<file path="config.mk">
export PLATFORM = sky130hd
export DESIGN_NAME = pbus_master
export DESIGN_NICKNAME = d
export VERILOG_FILES = /design/src/rtl/pbus_master.sv
export SDC_FILE = /design/constraint.sdc
export NUM_CORES = 1
export LEC_CHECK = 0
export CELL_PAD_IN_SITES_DETAIL_PLACEMENT = 0
export CELL_PAD_IN_SITES_GLOBAL_PLACEMENT = 1
export CORE_ASPECT_RATIO = 0.5
export CORE_MARGIN = 5
export CORE_UTILIZATION = 39
export CTS_CLUSTER_DIAMETER = 150
export CTS_CLUSTER_SIZE = 14
export DETAILED_ROUTE_END_ITERATION = 7
export GPL_TIMING_DRIVEN = 0
export PLACE_DENSITY_LB_ADDON = 0.1
export SLEW_MARGIN = 20
export SYNTH_ARGS = -nofsm -noshare
export SYNTH_HDL_FRONTEND = slang
export SYNTH_SLANG_ARGS = --single-unit
</file>
<file path="constraint.sdc">
create_clock -name clk -period 2.5 [get_ports clk]
set_input_delay 0.5 -clock clk [delete_from_list [all_inputs] [get_ports clk]]
set_output_delay 0.5 -clock clk [all_outputs]
set_load 0.02 [all_outputs]
</file>
<file path="src/rtl/pbus_master.sv">
// Pico bus initiator: turns single-beat valid/ready requests into cs/wr/rd bus cycles
// with programmable setup/strobe/hold timing and a timeout-bounded RDY handshake for reads.
module pbus_master #(
  parameter int unsigned SETUP_CYC   = 4,
  parameter int unsigned STROBE_CYC  = 8,
  parameter int unsigned HOLD_CYC    = 4,
  parameter int unsigned GAP_CYC     = 8,
  parameter int unsigned TIMEOUT     = 1023,
  parameter int unsigned SYNC_STAGES = 2
) (
  input  logic       clk,
  input  logic       rst_n,
  input  logic       req_valid,
  output logic       req_ready,
  input  logic       req_we,
  input  logic [5:0] req_addr,
  input  logic [7:0] req_wdata,
  output logic       rsp_valid,
  output logic [7:0] rsp_rdata,
  output logic       rsp_err,
  output logic       cs_o,
  output logic       wr_o,
  output logic       rd_o,
  output logic [5:0] a_o,
  output logic [7:0] d_w_o,
  input  logic [7:0] d_r_i,
  input  logic       rdy_i,
  output logic       busy_o
);

  localparam int unsigned CW = $clog2(SETUP_CYC + STROBE_CYC + HOLD_CYC + TIMEOUT + 2);
  localparam int unsigned GW = $clog2(GAP_CYC + 1);

  localparam logic [2:0] ST_IDLE    = 3'd0;
  localparam logic [2:0] ST_SETUP   = 3'd1;
  localparam logic [2:0] ST_WR_STB  = 3'd2;
  localparam logic [2:0] ST_RD_WAIT = 3'd3;
  localparam logic [2:0] ST_RD_REL  = 3'd4;
  localparam logic [2:0] ST_HOLD    = 3'd5;

  logic [2:0]             state;
  logic [CW-1:0]          cnt;
  logic [GW-1:0]          gap_cnt;
  logic                   we_q;
  logic                   err_q;
  logic [7:0]             rdata_q;
  logic [SYNC_STAGES-1:0] rdy_sync;
  logic                   rdy_q;
  logic                   rdy_s;
  logic                   rdy_rise;

  assign rdy_s     = rdy_sync[SYNC_STAGES-1];
  assign rdy_rise  = rdy_s & ~rdy_q;
  assign req_ready = (state == ST_IDLE) && (gap_cnt == '0);
  assign busy_o    = (state != ST_IDLE);

  // rdy_q delays the synchronised level so only a fresh 0->1 edge is acted on
  always_ff @(posedge clk or negedge rst_n) begin
    if (!rst_n) begin
      rdy_sync <= '0;
      rdy_q    <= 1'b0;
    end else begin
      rdy_sync <= {rdy_sync[SYNC_STAGES-2:0], rdy_i};
      rdy_q    <= rdy_s;
    end
  end

  always_ff @(posedge clk or negedge rst_n) begin
    if (!rst_n) begin
      state     <= ST_IDLE;
      cnt       <= '0;
      gap_cnt   <= GW'(GAP_CYC);
      we_q      <= 1'b0;
      err_q     <= 1'b0;
      rdata_q   <= '0;
      rsp_valid <= 1'b0;
      rsp_rdata <= '0;
      rsp_err   <= 1'b0;
      cs_o      <= 1'b0;
      wr_o      <= 1'b0;
      rd_o      <= 1'b0;
      a_o       <= '0;
      d_w_o     <= '0;
    end else begin
      rsp_valid <= 1'b0;
      rsp_rdata <= '0;
      rsp_err   <= 1'b0;
      case (state)
        ST_IDLE: begin
          // address/data are cleared one cycle after cs drops so they never move under cs
          a_o   <= '0;
          d_w_o <= '0;
          if (gap_cnt != '0) gap_cnt <= gap_cnt - GW'(1);
          if (req_valid && req_ready) begin
            we_q    <= req_we;
            err_q   <= 1'b0;
            rdata_q <= '0;
            cnt     <= '0;
            cs_o    <= 1'b1;
            a_o     <= req_addr;
            d_w_o   <= req_we ? req_wdata : '0;
            state   <= ST_SETUP;
          end
        end
        ST_SETUP: begin
          if (cnt == CW'(SETUP_CYC)) begin
            cnt <= '0;
            if (we_q) begin
              wr_o  <= 1'b1;
              state <= ST_WR_STB;
            end else begin
              rd_o  <= 1'b1;
              state <= ST_RD_WAIT;
            end
          end else begin
            cnt <= cnt + CW'(1);
          end
        end
        ST_WR_STB: begin
          if (cnt == CW'(STROBE_CYC - 1)) begin
            cnt   <= '0;
            wr_o  <= 1'b0;
            state <= ST_HOLD;
          end else begin
            cnt <= cnt + CW'(1);
          end
        end
        ST_RD_WAIT: begin
          if (rdy_rise) begin
            rdata_q <= d_r_i;
            rd_o    <= 1'b0;
            cnt     <= '0;
            state   <= ST_RD_REL;
          end else if (cnt == CW'(TIMEOUT - 1)) begin
            err_q <= 1'b1;
            rd_o  <= 1'b0;
            cnt   <= '0;
            state <= ST_RD_REL;
          end else begin
            cnt <= cnt + CW'(1);
          end
        end
        ST_RD_REL: begin
          if (!rdy_s) begin
            cnt   <= '0;
            state <= ST_HOLD;
          end else if (cnt == CW'(TIMEOUT - 1)) begin
            err_q <= 1'b1;
            cnt   <= '0;
            state <= ST_HOLD;
          end else begin
            cnt <= cnt + CW'(1);
          end
        end
        ST_HOLD: begin
          if (cnt == CW'(HOLD_CYC - 1)) begin
            cnt       <= '0;
            cs_o      <= 1'b0;
            rsp_valid <= 1'b1;
            rsp_err   <= err_q;
            rsp_rdata <= err_q ? '0 : rdata_q;
            gap_cnt   <= GW'(GAP_CYC);
            state     <= ST_IDLE;
          end else begin
            cnt <= cnt + CW'(1);
          end
        end
        default: state <= ST_IDLE;
      endcase
    end
  end

endmodule

</file>
**After elaboration in Yosys (flattened, before gate mapping)**

Cells that the tools add are included.

- Bits in registers: 58
- Output and inout port bits: 29
- Bits of input ports: 27

- Add/sub/neg operators: 2
- Reduce and logical (&&, ||, !) cells: 21
- Equality and inequality tests: 21
- Bitwise operators: 2
- Mux-type cells: 51

Operators by type and width:

| cell | count |
|---|---|
| 11-bit 2-to-1 mux | 7 |
| 11-bit one-hot mux with 6 select lines | 1 |
| 8-bit 2-to-1 mux | 7 |
| 3-bit 2-to-1 mux | 8 |
| 11-bit by 3-bit == test with 1-bit output (second input constant) | 2 |
| 1-bit 2-to-1 mux | 18 |
| 3-bit one-hot mux with 6 select lines | 1 |
| 2-bit != test (second input constant) | 8 |
| 8-bit one-hot mux with 2 select lines | 1 |
| 4-bit AND reduction | 3 |
| 11-bit by 1-bit adder with 11-bit output (second input constant) | 1 |
| 11-bit by 10-bit == test with 1-bit output (second input constant) | 1 |
| 11-bit by 2-bit == test with 1-bit output (second input constant) | 1 |
| 3-bit AND reduction | 3 |
| 4-bit 2-to-1 mux | 2 |
| 4-bit one-hot mux with 2 select lines | 1 |
| 2-bit nonzero test | 4 |
| 3-bit by 2-bit == test with 1-bit output (second input constant) | 2 |
| 3-bit == test (second input constant) | 2 |
| 6-bit 2-to-1 mux | 1 |
| 3-bit != test (second input constant) | 2 |
| 1-bit one-hot mux with 2 select lines | 3 |
| 6-bit AND reduction | 1 |
| 3-bit nonzero test | 2 |
| other kinds (12) | 15 |

**Logic depth before layout (Yosys ltp)**

Gate-level depths: netlist of the first run.

- Depth after elaboration: 5
- Depth in mapped cells: 8
- Gate-level depth less buffers: 7

**Least setup slack after synthesis of the first run**

Ideal clock, no wire load.

- Path kind: reg2reg
- Start point: register cnt[1]
- End point: register rd_o
- Setup time: 0.087 ns
- Arrival: 1.884 ns
- Data required time: 2.413 ns
- Path slack: 0.529 ns
- Stages on the path, launching flop included: 8
- Buffers on the path: 1
- Cell sequence: dfrtp_1 ha_1 clkbuf_1 nor2b_1 a22o_1 a21oi_4 or3_4 a211oi_2

- Word-level cells in the longest chain between the ends: 3
- Elaborated cells between the ends (all ways): 5

RTL lines:

| what | RTL line | source |
|---|---|---|
| start: declaration | 42 | `logic [CW-1:0] cnt;` |
| start signal: assignment | 116 | `cnt <= cnt + CW'(1);` |
| start signal: assignment | 125 | `cnt <= cnt + CW'(1);` |
| start signal: assignment | 140 | `cnt <= cnt + CW'(1);` |
| 11-bit by 10-bit == test with 1-bit output or 11-bit by 3-bit == test with 1-bit output (tied branches) | 134, 106 |  |
| 3-bit != test (no line) or 2-bit != test (tied branches) | -- |  |
| 4-bit AND reduction (no line) * | -- |  |
| end signal: assignment | 112 | `rd_o <= 1'b1;` |
| end signal: assignment | 131 | `rd_o <= 1'b0;` |
| end signal: assignment | 136 | `rd_o <= 1'b0;` |
| end: declaration | 23 | `output logic rd_o,` |

Every way passes the cells marked *; elsewhere a longest branch is shown, timed or not.
A chain may end at the register's enable or synchronous reset.

**Final worst setup path of the first run**

- Start point: register state[1]
- End point: output busy_o

- Word-level cells in the longest chain between the ends: 1

RTL lines:

| what | RTL line | source |
|---|---|---|
| start: declaration | 41 | `logic [2:0] state;` |
| start signal: assignment | 70 | `state <= ST_IDLE;` |
| start signal: assignment | 102 | `state <= ST_SETUP;` |
| start signal: assignment | 110 | `state <= ST_WR_STB;` |
| 3-bit nonzero test | 55 | `assign busy_o = (state != ST_IDLE);` |
| end: declaration | 28 | `output logic busy_o` |

Every way passes these cells.

==> flow_summary.toml, run 1 <==
[layout]
num_antenna_cells = 0
drive_gt1_share_pct = 11.8
fin_nets = 349
area.growth.synth_to_final_pct = 42.7

[floorplanning]
fp-row-count = 21
dieArea_um2 = 8490
start_util_pct = 39.6
ioPinCount = 56
core_um2 = 6570
die_w_um = 125
fp.dieH_um = 67.7

[placed_design]
dpl_worst_slack_ns = -0.119
place_hpwl_um = 4220
io_buffers = 55
place_congestion = 0.779

[route]
via_count = 2103
drt_iter0_drc = 160
wl_per_cell_um = 14.7
firstDrtPassIters = 4
ant_nets = 0
drc_errors = 0
routed_via_density = 5.07
wl_um = 6090

[pwr]
power.density_nw_per_um2 = 677
power_mw = 2.51
netSwitchingPower_mw = 0.428
p_leak_nw = 1.57
seqPwrFrac_pct = 37.6
combPwrFrac_pct = 2.7
peakVddDrop_v = 0.000466
p_clk_share_pct = 59.7
internal_power_mw = 2.08
power.share.switching_pct = 17.0

[sta]
slew_headroom_pct = 60.5
drv_slew = 0
setup_violations = 0
hold_viol_final = 0
min_period_over_period_pct = 91.0
clock_skew_ns = 0.00631
tightest_slew_ns = 0.588
min_period_ns = 2.27
rsz0062_at_grt = "false"
max_freq_mhz = 440
setup_ws_ns = 0.225

[critical_path]
r2r.worst_path.cells = 7
start_kind = "flip-flop"
arrival_ns = 1.77
rrSetupSlack_ns = 0.23
worstSetupEndpointType = "output port"
rr_endpoint = "wr_o"
crit_fanout = 10
path_class = "reg -> out"
critPathRequiredTime_ns = 2.00
timing.rr.start = "cnt[1]"

[yosys]
ys.flop_type = "dfrtp_1"
synth-edff-count = 0
synth_cells = 249
synth_top_area_share_pct = 54.9
yosysMostFrequentCell = "dfrtp_1"
ys_warn_count = 0
synth_common_cells = "dfrtp_1, nand2_1, o21ai_0"
async_flop_share_pct = 100
yosysUniqueCellTypes = 47
synth.avg_cell_area_um2 = 10.4
ys_seq_elements = 58
synth_top_cell_by_area = "dfrtp_1"
synth_area_um2 = 2600
netlist_top_cells_area = "dfrtp_1, a22o_1, nand2_1"
synth_fp_nets = 280
yosysSeqAreaShare_pct = 55.9

[clocking]
htree_levels = 3
cts_buffer_depth = 2
numCtsBuffers = 9
cts_tree = "done"
clock_latency_ns = 0.32
clock-sinks = 58
clkTransAtPathRegs_ns = 0.05
cts_root_buffer = "clkbuf_16"

[worst_hold_path]
holdCritPathClass = "reg -> reg"
worstHoldEndpoint = "rdy_sync[1]"
holdPathStages = 0
min-delay-start = "rdy_sync[0]"

[global_routing]
grt_pass1_vias = 1981
grt_first_pass_wirelength_um = 10100
track_usage_pct = 15.7
antenna_found_initial = 0
grt_max_degree = 58
globalRouteOverflowTotal = 0

[run]
drv_cap = 0

[run_status]
status = "finished clean"
==> per-stage QoR <==
| step | util [%] | setup TNS [ns] | cells | hold WS, ns | instance area [µm²] |
|---|---|---|---|---|---|
| 2_1_floorplan | - | 0 | 249 | 0.204 | 2600 |
| 3_3_place_gp | 49.7 | -53.49 | 396 | 0.334 | 3260 |
| 3_5_place_dp | 50.1 | -0.119 | 397 | 0.298 | 3290 |
| 4_1_cts | 56.2 | 0 | 415 | 0.342 | 3690 |
| 5_1_grt | 56.5 | 0 | 415 | 0.360 | 3710 |
| 6_report | 56.5 | 0 | 415 | 0.338 | 3710 |
==> metal layers <==
metal | wire [µm] | vias up | GRT usage (%)
li1 | - | 1016 | -
met1 | 2900 | 1013 | 20.0
met2 | 2680 | 69 | 23.9
met3 | 434 | 5 | 6.08
met4 | 74 | 0 | 6.89
met5 | 0 | - | 0
==> worst max path at each step <==
| stage | start | to | slack [ns] | depth (start not counted) |
|---|---|---|---|---|
| after global placement | rst_n | cnt[6] | -0.94 | 1 |
| after CTS | state[1] | req_ready | 0.02 | 4 |
| after floorplan | cnt[1] | rd_o | 0.53 | 7 |
| final | state[1] | busy_o | 0.23 | 4 |
| after detailed placement | state[1] | busy_o | -0.12 | 5 |
| after global routing | cnt[1] | rd_o | 0.04 | 7 |
==> critical path, stage by stage (launching register included) <==
cell	delay, ns
dfrtp_1	0.35
clkbuf_1	0.22
nor3_4	0.31
clkinvlp_4	0.21
dlygate4sd2_1	0.36
==> power by group through the flow <==
stage / registers (mW) / clock network, mW / logic (mW)
2_1_floorplan: 0.960 / 0 / 0.00288
3_3_place_gp: 0.960 / 0 / 0.0640
3_5_place_dp: 0.960 / 0 / 0.0687
4_1_cts: 0.944 / 1.54 / 0.0706
5_1_grt: 0.943 / 1.58 / 0.0761
6_report: 0.944 / 1.50 / 0.0688
==> layout by cell type (no fill, tap or decap), types with 2 or more instances in the layout <==
cell,n
nor3_4,2
buf_4,4
nor2b_1,5
nand2_1,33
buf_2,2
or4_4,2
ha_1,4
nand3_1,8
a21oi_1,7
clkbuf_1,8
nor3b_1,2
bufinv_16,4
dfrtp_1,57
and2_1,11
nand2b_1,3
nand4_1,3
o21ai_0,20
clkbuf_16,9
nor2_4,2
nor3_1,3
nor2_1,14
or3_1,3
o21ai_1,2
o22ai_1,4
o31ai_1,4
a22o_1,15
clkdlybuf4s50_1,52
inv_1,9
o32ai_1,2
==> layout make-up <==
cell class                 instances  area, µm²
buffer                            10       43.8
clock buffer                      11        243
clock inverter                     5        125
fill                             569       2860
inverter                          10       41.3
multi-input combinational        170       1090
sequential                        58       1450
tap                               92        115
timing repair buffer              59        602
==> registers in the layout (all words and copies together) (netlist names) <==
signal / flops
gap_cnt: 4
rsp_err: 1
rdata_q: 8
we_q: 1
cnt: 11
rd_o: 1
err_q: 1
state: 3
cs_o: 1
rsp_valid: 1
a_o: 6
rdy_q: 1
rdy_sync: 2
d_w_o: 8
rsp_rdata: 8
wr_o: 1
==> cells by family (layout without fill, tap and decap cells) <==
| logic type | after synthesis | in the layout | share of synthesized area [%] |
|---|---|---|---|
| AND/OR/NAND/NOR | 101 | 101 | 21.4 |
| AO/OA/AOI/OAI | 63 | 63 | 16.9 |
| flip-flops | 58 | 58 | 55.9 |
| buffers and inverters | 21 | 95 | 3.27 |
| adder cells (fa/ha/maj) | 4 | 4 | 1.93 |
| XOR/XNOR | 2 | 2 | 0.674 |
==> repair_timing <==
action	in CTS	in global routing
endpoints found under the setup margin	2	5
pin swaps	1	1
hold buffers	1	0
buffers inserted	2	0
resized for setup	4	3
hold endpoints to repair	1	0
No activity file was read; power rests on OpenSTA's default activity.
==> inputs of run 2 (changes only) <==
Settings changed: CORE_UTILIZATION 39 to 48, DONT_BUFFER_PORTS set to 1.
==> run 2 against run 1 <==
  * Sequential share of layout area is 10 points higher
  * Cell area is 21% lower
  * Worst hold slack worse by 0.32 ns
  * Via count is 10% lower
  * Combinational power is 63% lower
  * Power is 23% lower
  * Non-clock buffer count is 58 lower
  * Register-to-register slack better by 0.05 ns
  * Clock power is 36% lower
  * Setup slack better by 0.047 ns
  * First-iteration DRC count is 3.1% higher
  * Largest cell class unchanged
==> flow_summary.toml, run 2 (synthesized netlist as in run 1, its figures left out) <==
[run_status]
status = "finished clean"

[global_routing]
track_usage_pct = 17.7
antenna_found_initial = 0
grt_max_degree = 59
grt_first_pass_wirelength_um = 9230
grt_pass1_vias = 1790
globalRouteOverflowTotal = 0

[clocking]
cts_root_buffer = "clkbuf_8"
htree_levels = 3
clock-sinks = 58
clkTransAtPathRegs_ns = 0.07
cts_tree = "done"
clock_latency_ns = 0.33
cts_buffer_depth = 2
numCtsBuffers = 9
post-cts-setup-buffers = 0

[pwr]
p_leak_nw = 1.27
peakVddDrop_v = 0.000290
power_mw = 1.93
combPwrFrac_pct = 1.3
seqPwrFrac_pct = 48.9
power.share.switching_pct = 20.4
p_clk_share_pct = 49.7
netSwitchingPower_mw = 0.393
power.density_nw_per_um2 = 657
internal_power_mw = 1.53

[sta]
tns_ns = 0
max_freq_mhz = 449
tightest_slew_ns = 0.573
min_period_over_period_pct = 89.1
clock_skew_ns = 0.00877
rsz0062_at_grt = "false"
min_period_ns = 2.23
setup_violations = 0
drv_slew = 0
slew_headroom_pct = 61.5
hold_viol_final = 0

[layout]
n_fill_cell = 464
area.growth.synth_to_final_pct = 12.8
final_common_cell = "dfrtp_1"
most-common-layout-cells = "dfrtp_1, nand2_1, o21ai_0, a22o_1, nor2_1"
num_antenna_cells = 0
instances_no_fill = 335
top_register = "cnt"
drive_gt1_share_pct = 12.8
fin_nets = 291
largest_reg_flops = 11
seqCellArea_um2 = 1450
multi_input_area_um2 = 1060
post-route-util_pct = 57.6

[floorplanning]
fp.dieH_um = 62.0
fp-row-count = 18
die_w_um = 114
start_util_pct = 51.1
core_um2 = 5090
dieArea_um2 = 7080
ioPinCount = 56

[worst_hold_path]
holdCritPathClass = "in -> async"

[critical_path]
path_class = "reg -> reg"
start_kind = "flip-flop"
worstSetupEndpointType = "flip-flop"
crit_fanout = 8
critPathRequiredTime_ns = 2.70
arrival_ns = 2.43

[route]
m1WireLength_um = 2690
ant_nets = 0
wl_per_cell_um = 17.2
drt_iter0_drc = 165
firstDrtPassIters = 5
via_count = 1889
wl_um = 5760
routed_via_density = 5.64
highest_layer = "met4"
wl_met3_um = 459
drc_errors = 0
wl_met2_um = 2570

[placed_design]
io_buffers = 0
place_hpwl_um = 3900
place_inst = 319
place_congestion = 0.789

[run]
drv_cap = 0
run 2: layer usage:
metal	track usage, %	vias up
li1	-	906
met1	23.6	920
met2	26.9	58
met3	7.83	5
met4	4.74	0
met5	0	-
run 2: final timing paths:
path / startpoint / to / slack (ns) / depth (start not counted)
min in group clk: rdy_i / rdy_sync[0] / 0.20 / 0
worst max register to register: cnt[7] / cnt[10] / 0.27 / 5
worst min-delay path: rst_n / rdata_q[7] / 0.02 / 1
worst min register to register: rdy_sync[0] / rdy_sync[1] / 0.35 / 0
worst max-delay path: cnt[7] / cnt[10] / 0.27 / 5
max in group asynchronous: rst_n / gap_cnt[3] / 2.18 / 1
run 2: through the flow:
| step | cell area (µm²) | hold WS [ns] | setup slack, ns |
|---|---|---|---|
| floorplan | 2600 | 0.204 | 0.529 |
| global placement | 2690 | 0.206 | 0.215 |
| detailed placement | 2690 | 0.206 | 0.222 |
| CTS | 2930 | 0.0242 | 0.0880 |
| global route | 2930 | 0.0260 | 0.112 |
| finish | 2930 | 0.0214 | 0.272 |
run 2: power by group through the flow:
| stage | registers, mW | logic (mW) | clock network, mW |
|---|---|---|---|
| after floorplan | 0.960 | 0.00288 | 0 |
| after global placement | 0.960 | 0.00316 | 0 |
| after detailed placement | 0.960 | 0.00324 | 0 |
| after CTS | 0.942 | 0.0270 | 0.981 |
| after global routing | 0.942 | 0.0299 | 1.03 |
| final | 0.942 | 0.0253 | 0.958 |
run 2: area by class of cell:
| type | count | area share, % |
|---|---|---|
| buffer | 10 | 1.54 |
| sequential | 58 | 49.6 |
| multi-input combinational | 170 | 36.2 |
| clock inverter | 5 | 2.65 |
| inverter | 10 | 1.28 |
| tap | 70 | 2.99 |
| clock buffer | 11 | 4.82 |
| timing repair buffer | 1 | 0.939 |
run 2: timing repair:
| action | in CTS | in global routing |
|---|---|---|
| endpoints found under the hold margin | 58 | 0 |
| hold buffers | 1 | 0 |
| endpoints found under the setup margin | 0 | 3 |
| resized for setup | 0 | 2 |
run 2: worst max-delay path: stages (launching register included):
cell and delay (ns):
dfrtp_1 0.43, or4_4 0.58, o31ai_2 0.38, o21ai_2 0.24, nor3_4 0.35, o32ai_1 0.12
==> variant 1: new RTL, flow settings as in run 2 <==
Change the parameter `GAP_CYC` from 8 to 4.
--- a/src/rtl/pbus_master.sv
+++ b/src/rtl/pbus_master.sv
@@ -5,5 +5,5 @@
   parameter int unsigned STROBE_CYC  = 8,
   parameter int unsigned HOLD_CYC    = 4,
-  parameter int unsigned GAP_CYC     = 8,
+  parameter int unsigned GAP_CYC     = 4,
   parameter int unsigned TIMEOUT     = 1023,
   parameter int unsigned SYNC_STAGES = 2
Function: changed (Yosys sat finds a counterexample within 10 cycles, from zero or initial values and one cycle with rst_n low).
==> variant 1 against run 2 <==
- clock skew down 1.9 ps
- largest power group is now registers
- fmax down 6.3%
- count of clock-buffer cells in the layout down 1
- non-clock buffer count up 2
- setup slack worse by 150 ps
- hold slack worse by 7.2 ps
- total power down 11%
- design area down 2.5%
- highest routed layer unchanged
- area after synthesis down 3.8%
- routed wire length down 4.8%
- sequential cell count down 1
- combinational power down 2%
- die area down 3.3%
==> variant 1: results <==
set metrics [dict create \
    outcome "finished clean" \
    multi_input_cells 149 \
    grt_start_max_net_pins 58 \
    final_nets 279 \
    endpoint "req_ready" \
    drive_above_1_share_pct 15.87 \
    power.switching_mw 0.4065 \
    place_hpwl_mm 3.802 \
    whs_ps 14.22 \
    critPathMaxStageDelay_ps 400 \
    multi_input_area_mm2 0.001015 \
    grt_usage_pct 17.69 \
    fin_skew_ps 6.858 \
    leakage_nw 1.290 \
    n_all_inverters 17 \
    synth_flop_cell "dfrtp_1" \
    post_cts_resized 6 \
    r2r_setup_slack_ps 150 \
    rr_worst_depth 6 \
    routed_wl_mm 5.482 \
    seq-power_mw 0.926 \
    seq_area_mm2 0.001428 \
    synth_cells 233 \
    dr.pass1.iters 4 \
    clock_cell_area_share_pct 6.261 \
    drt_iter0_markers 127 \
    synthTopCellsByArea "dfrtp_1, a22o_1, nand3_1, nor3_1, nor2_1" \
    power_frac_clock_pct 44.8 \
    clkbuf_count 10 \
    startpoint "state[2]" \
    cp_top_family "buffers and inverters" \
    arrival_ps 1880 \
    worst_r2r_endpoint "state[0]" \
    critPathSlowestCell "dfrtp_1" \
    synth.distinct_cells 45 \
    synth_nets 265 \
    syn_to_final_growth_pct 14.31 \
    place_ws_ps -200.0 \
    post_drt_wl_per_cell_um 17.02 \
    synth_seq_area_share_pct 57.11 \
    cellPowerDensity_mw_per_mm2 602.5 \
    synth_common_cells "dfrtp_1, nor2_1, inv_1" \
    final_core_util_pct 57.42 \
    fillCellCount 419 \
    peakVddDrop_v 0.0002928 \
    ys_ff_latch 57 \
    area_share_nonclk_buffers_pct 2.977 \
    grt_pass1_wl_mm 9.328 \
    tightest_slew_ps 568.9 \
    place_area_mm2 0.002587 \
    grt_pass1_vias 1885 \
    num_vias 1762 \
]
variant 1: cell count changes after synthesis, sizes merged, moves of 5 or more:
| cell | before | now |
|---|---|---|
| nand2 | 33 | 15 |
| xnor2 | 1 | 7 |
| o21ai | 24 | 12 |
| and2 | 11 | 2 |
| nor3 | 5 | 16 |
| inv | 10 | 17 |
| nand3 | 8 | 15 |
| a21oi | 8 | 3 |
variant 1: cells by family after synthesis:
kind of cell | count (synthesis) | share of synthesized area, %
and+or+nand+nor | 87 | 18.77
DFF | 57 | 57.11
adders and majority gates | 5 | 2.503
muxes | 2 | 0.8508
buffers and inverters | 27 | 4.204
xor gates and xnor gates | 7 | 2.453
AOI/OAI and AO/OA | 48 | 14.11
variant 1: per-layer routing:
metal  global-route usage [%]  share of wire (%)  up-vias
met5                        0                  0        -
li1                         -                  -      849
met2                    28.11                 43       51
met3                    6.477                7.7        9
met1                    23.07                 48      853
met4                    6.164                1.1        0
==> variant 2: new RTL, flow settings as in run 2 <==
Made on the original files. Register the output `rsp_err` once more, without a reset; this adds one clock of latency there. The other outputs are not delayed to match.
--- a/src/rtl/pbus_master.sv
+++ b/src/rtl/pbus_master.sv
@@ -39,4 +39,6 @@
   localparam logic [2:0] ST_HOLD    = 3'd5;
 
+  logic rsp_err_s0;
+
   logic [2:0]             state;
   logic [CW-1:0]          cnt;
@@ -76,5 +78,5 @@
       rsp_valid <= 1'b0;
       rsp_rdata <= '0;
-      rsp_err   <= 1'b0;
+      rsp_err_s0 <= 1'b0;
       cs_o      <= 1'b0;
       wr_o      <= 1'b0;
@@ -85,5 +87,5 @@
       rsp_valid <= 1'b0;
       rsp_rdata <= '0;
-      rsp_err   <= 1'b0;
+      rsp_err_s0 <= 1'b0;
       case (state)
         ST_IDLE: begin
@@ -158,5 +160,5 @@
             cs_o      <= 1'b0;
             rsp_valid <= 1'b1;
-            rsp_err   <= err_q;
+            rsp_err_s0 <= err_q;
             rsp_rdata <= err_q ? '0 : rdata_q;
             gap_cnt   <= GW'(GAP_CYC);
@@ -171,4 +173,8 @@
   end
 
+  always_ff @(posedge clk) begin
+    rsp_err <= rsp_err_s0;
+  end
+
 endmodule
 
Behaviour: same outputs for any inputs over 10 cycles, from zero or initial values and one cycle with rst_n low; that may be too few to reach the edited logic, so the function may still have changed.
==> variant 2 against run 2 <==
- sequential power up 2%
- total power up 0.31%
- area after synthesis up 0.77%
- routed wire length down 2.7%
- fmax down 3.5%
- global-route usage down 1.2 points
- design area up 0.81%
- setup slack worse by 81 ps
- combinational power about the same
- sequential cell count up 1
- highest routed layer unchanged
==> variant 2: results <==
set metrics [dict create \
    grt_pass1_wl_mm 9.190 \
    synth.distinct_cells 48 \
    synth_nets 281 \
    critPathMaxFanout 9 \
    arrival_ps 2550 \
    critPathSlowestCell "dfrtp_1" \
    r2r_setup_slack_ps 190 \
    syn_area_per_cell_um2 10.48 \
    peakVddDrop_v 0.0002698 \
    place_hpwl_mm 3.846 \
    drive_above_1_share_pct 12.78 \
    grt_pass1_vias 1858 \
    drt_iter0_markers 185 \
    slew_headroom_pct 60.68 \
    fin_skew_ps 7.629 \
    final_nets 293 \
    stdcell_count 339 \
    timing.rr.start "cnt[1]" \
    grtUsageMet2_pct 25.51 \
    viasPerCell 5.463 \
    outcome "finished clean" \
    rr_worst_depth 7 \
    synth_common_cells "dfrtp_1, nand2_1, o21ai_0, a22o_1, nor2_1" \
    wl_met2_mm 2.575 \
    critPathMaxStageDelay_ps 470 \
    fin_crit_sh_pct 92.35 \
    post_drt_wl_per_cell_um 16.53 \
    grt_usage_pct 16.52 \
    grt_use_met1_pct 20.70 \
    synthArstFlopShare_pct 98.31 \
    synth_flop_cell "dfrtp_1" \
    met3_length_um 410 \
    synth_seq_area_share_pct 56.24 \
    dr.pass1.iters 4 \
    startpoint "cnt[1]" \
    clk_latency_ps 330 \
    synthTopCellsByArea "dfrtp_1, a22o_1, nand2_1, o21ai_0, and2_1" \
    gp_congestion 0.7844 \
    endpoint "rd_o" \
    leakage_nw 1.279 \
    wl_met1_mm 2.588 \
    grtUsageMet3_pct 7.371 \
    place_area_mm2 0.002710 \
    fillCellCount 496 \
    place_ws_ps 233.2 \
    dp.cells 323 \
]
variant 2: cell count changes after synthesis:
cell     delta
dfxtp_1     +1
variant 2: per-stage QoR:
stage               hold WS, ps  util [%]
detailed placement        206.3     50.44
CTS                       27.46     54.96
finish                    19.88     54.98
global placement          205.8     50.44
global route              30.38     54.98
floorplan                 204.4         -
variant 2: worst min-delay path by stage:
stage	from	endpoint	slack [ps]	cells past startpoint
after floorplan	rst_n	a_o[0]	200	0
final	rst_n	rdata_q[4]	20	1
after global placement	rst_n	rsp_rdata[0]	210	0
after detailed placement	rst_n	rsp_rdata[0]	210	0
after CTS	rst_n	rsp_rdata[0]	30	1
after global routing	rst_n	rsp_rdata[6]	30	1
variant 2: cell families (layout without fill, tap and decap cells):
| logic type | after synthesis | after routing | share of synthesized area, % |
|---|---|---|---|
| XOR/XNOR | 2 | 2 | 0.6690 |
| AO/OA/AOI/OAI | 63 | 63 | 16.72 |
| adder cells (fa/ha/maj) | 4 | 4 | 1.911 |
| buffers and inverters | 21 | 37 | 3.249 |
| AND/OR/NAND/NOR | 101 | 101 | 21.21 |
| flip-flops | 59 | 59 | 56.24 |
variant 2: repair_timing:
action | in CTS | in global routing
hold endpoints to repair | 58 | 0
resized for setup | 0 | 2
hold buffers | 1 | 0
endpoints found under the setup margin | 0 | 1
setup buffers | 0 | 0
variant 2: report_power, final:
group	total (mW)	switching (mW)	internal, mW
registers	0.958	0.00121	0.957
logic	0.0254	0.0190	0.00642
clock network	0.948	0.369	0.579
variant 2: area by class of cell:
class	instances	area [um^2]	share of cell area [%]
sequential	59	1473	49.85
timing repair buffer	1	27.53	0.9318
clock inverter	5	77.57	2.626
multi-input combinational	170	1061	35.92
buffer	11	48.80	1.652
inverter	10	37.54	1.271
tap	73	91.34	3.092
clock buffer	10	137.6	4.659
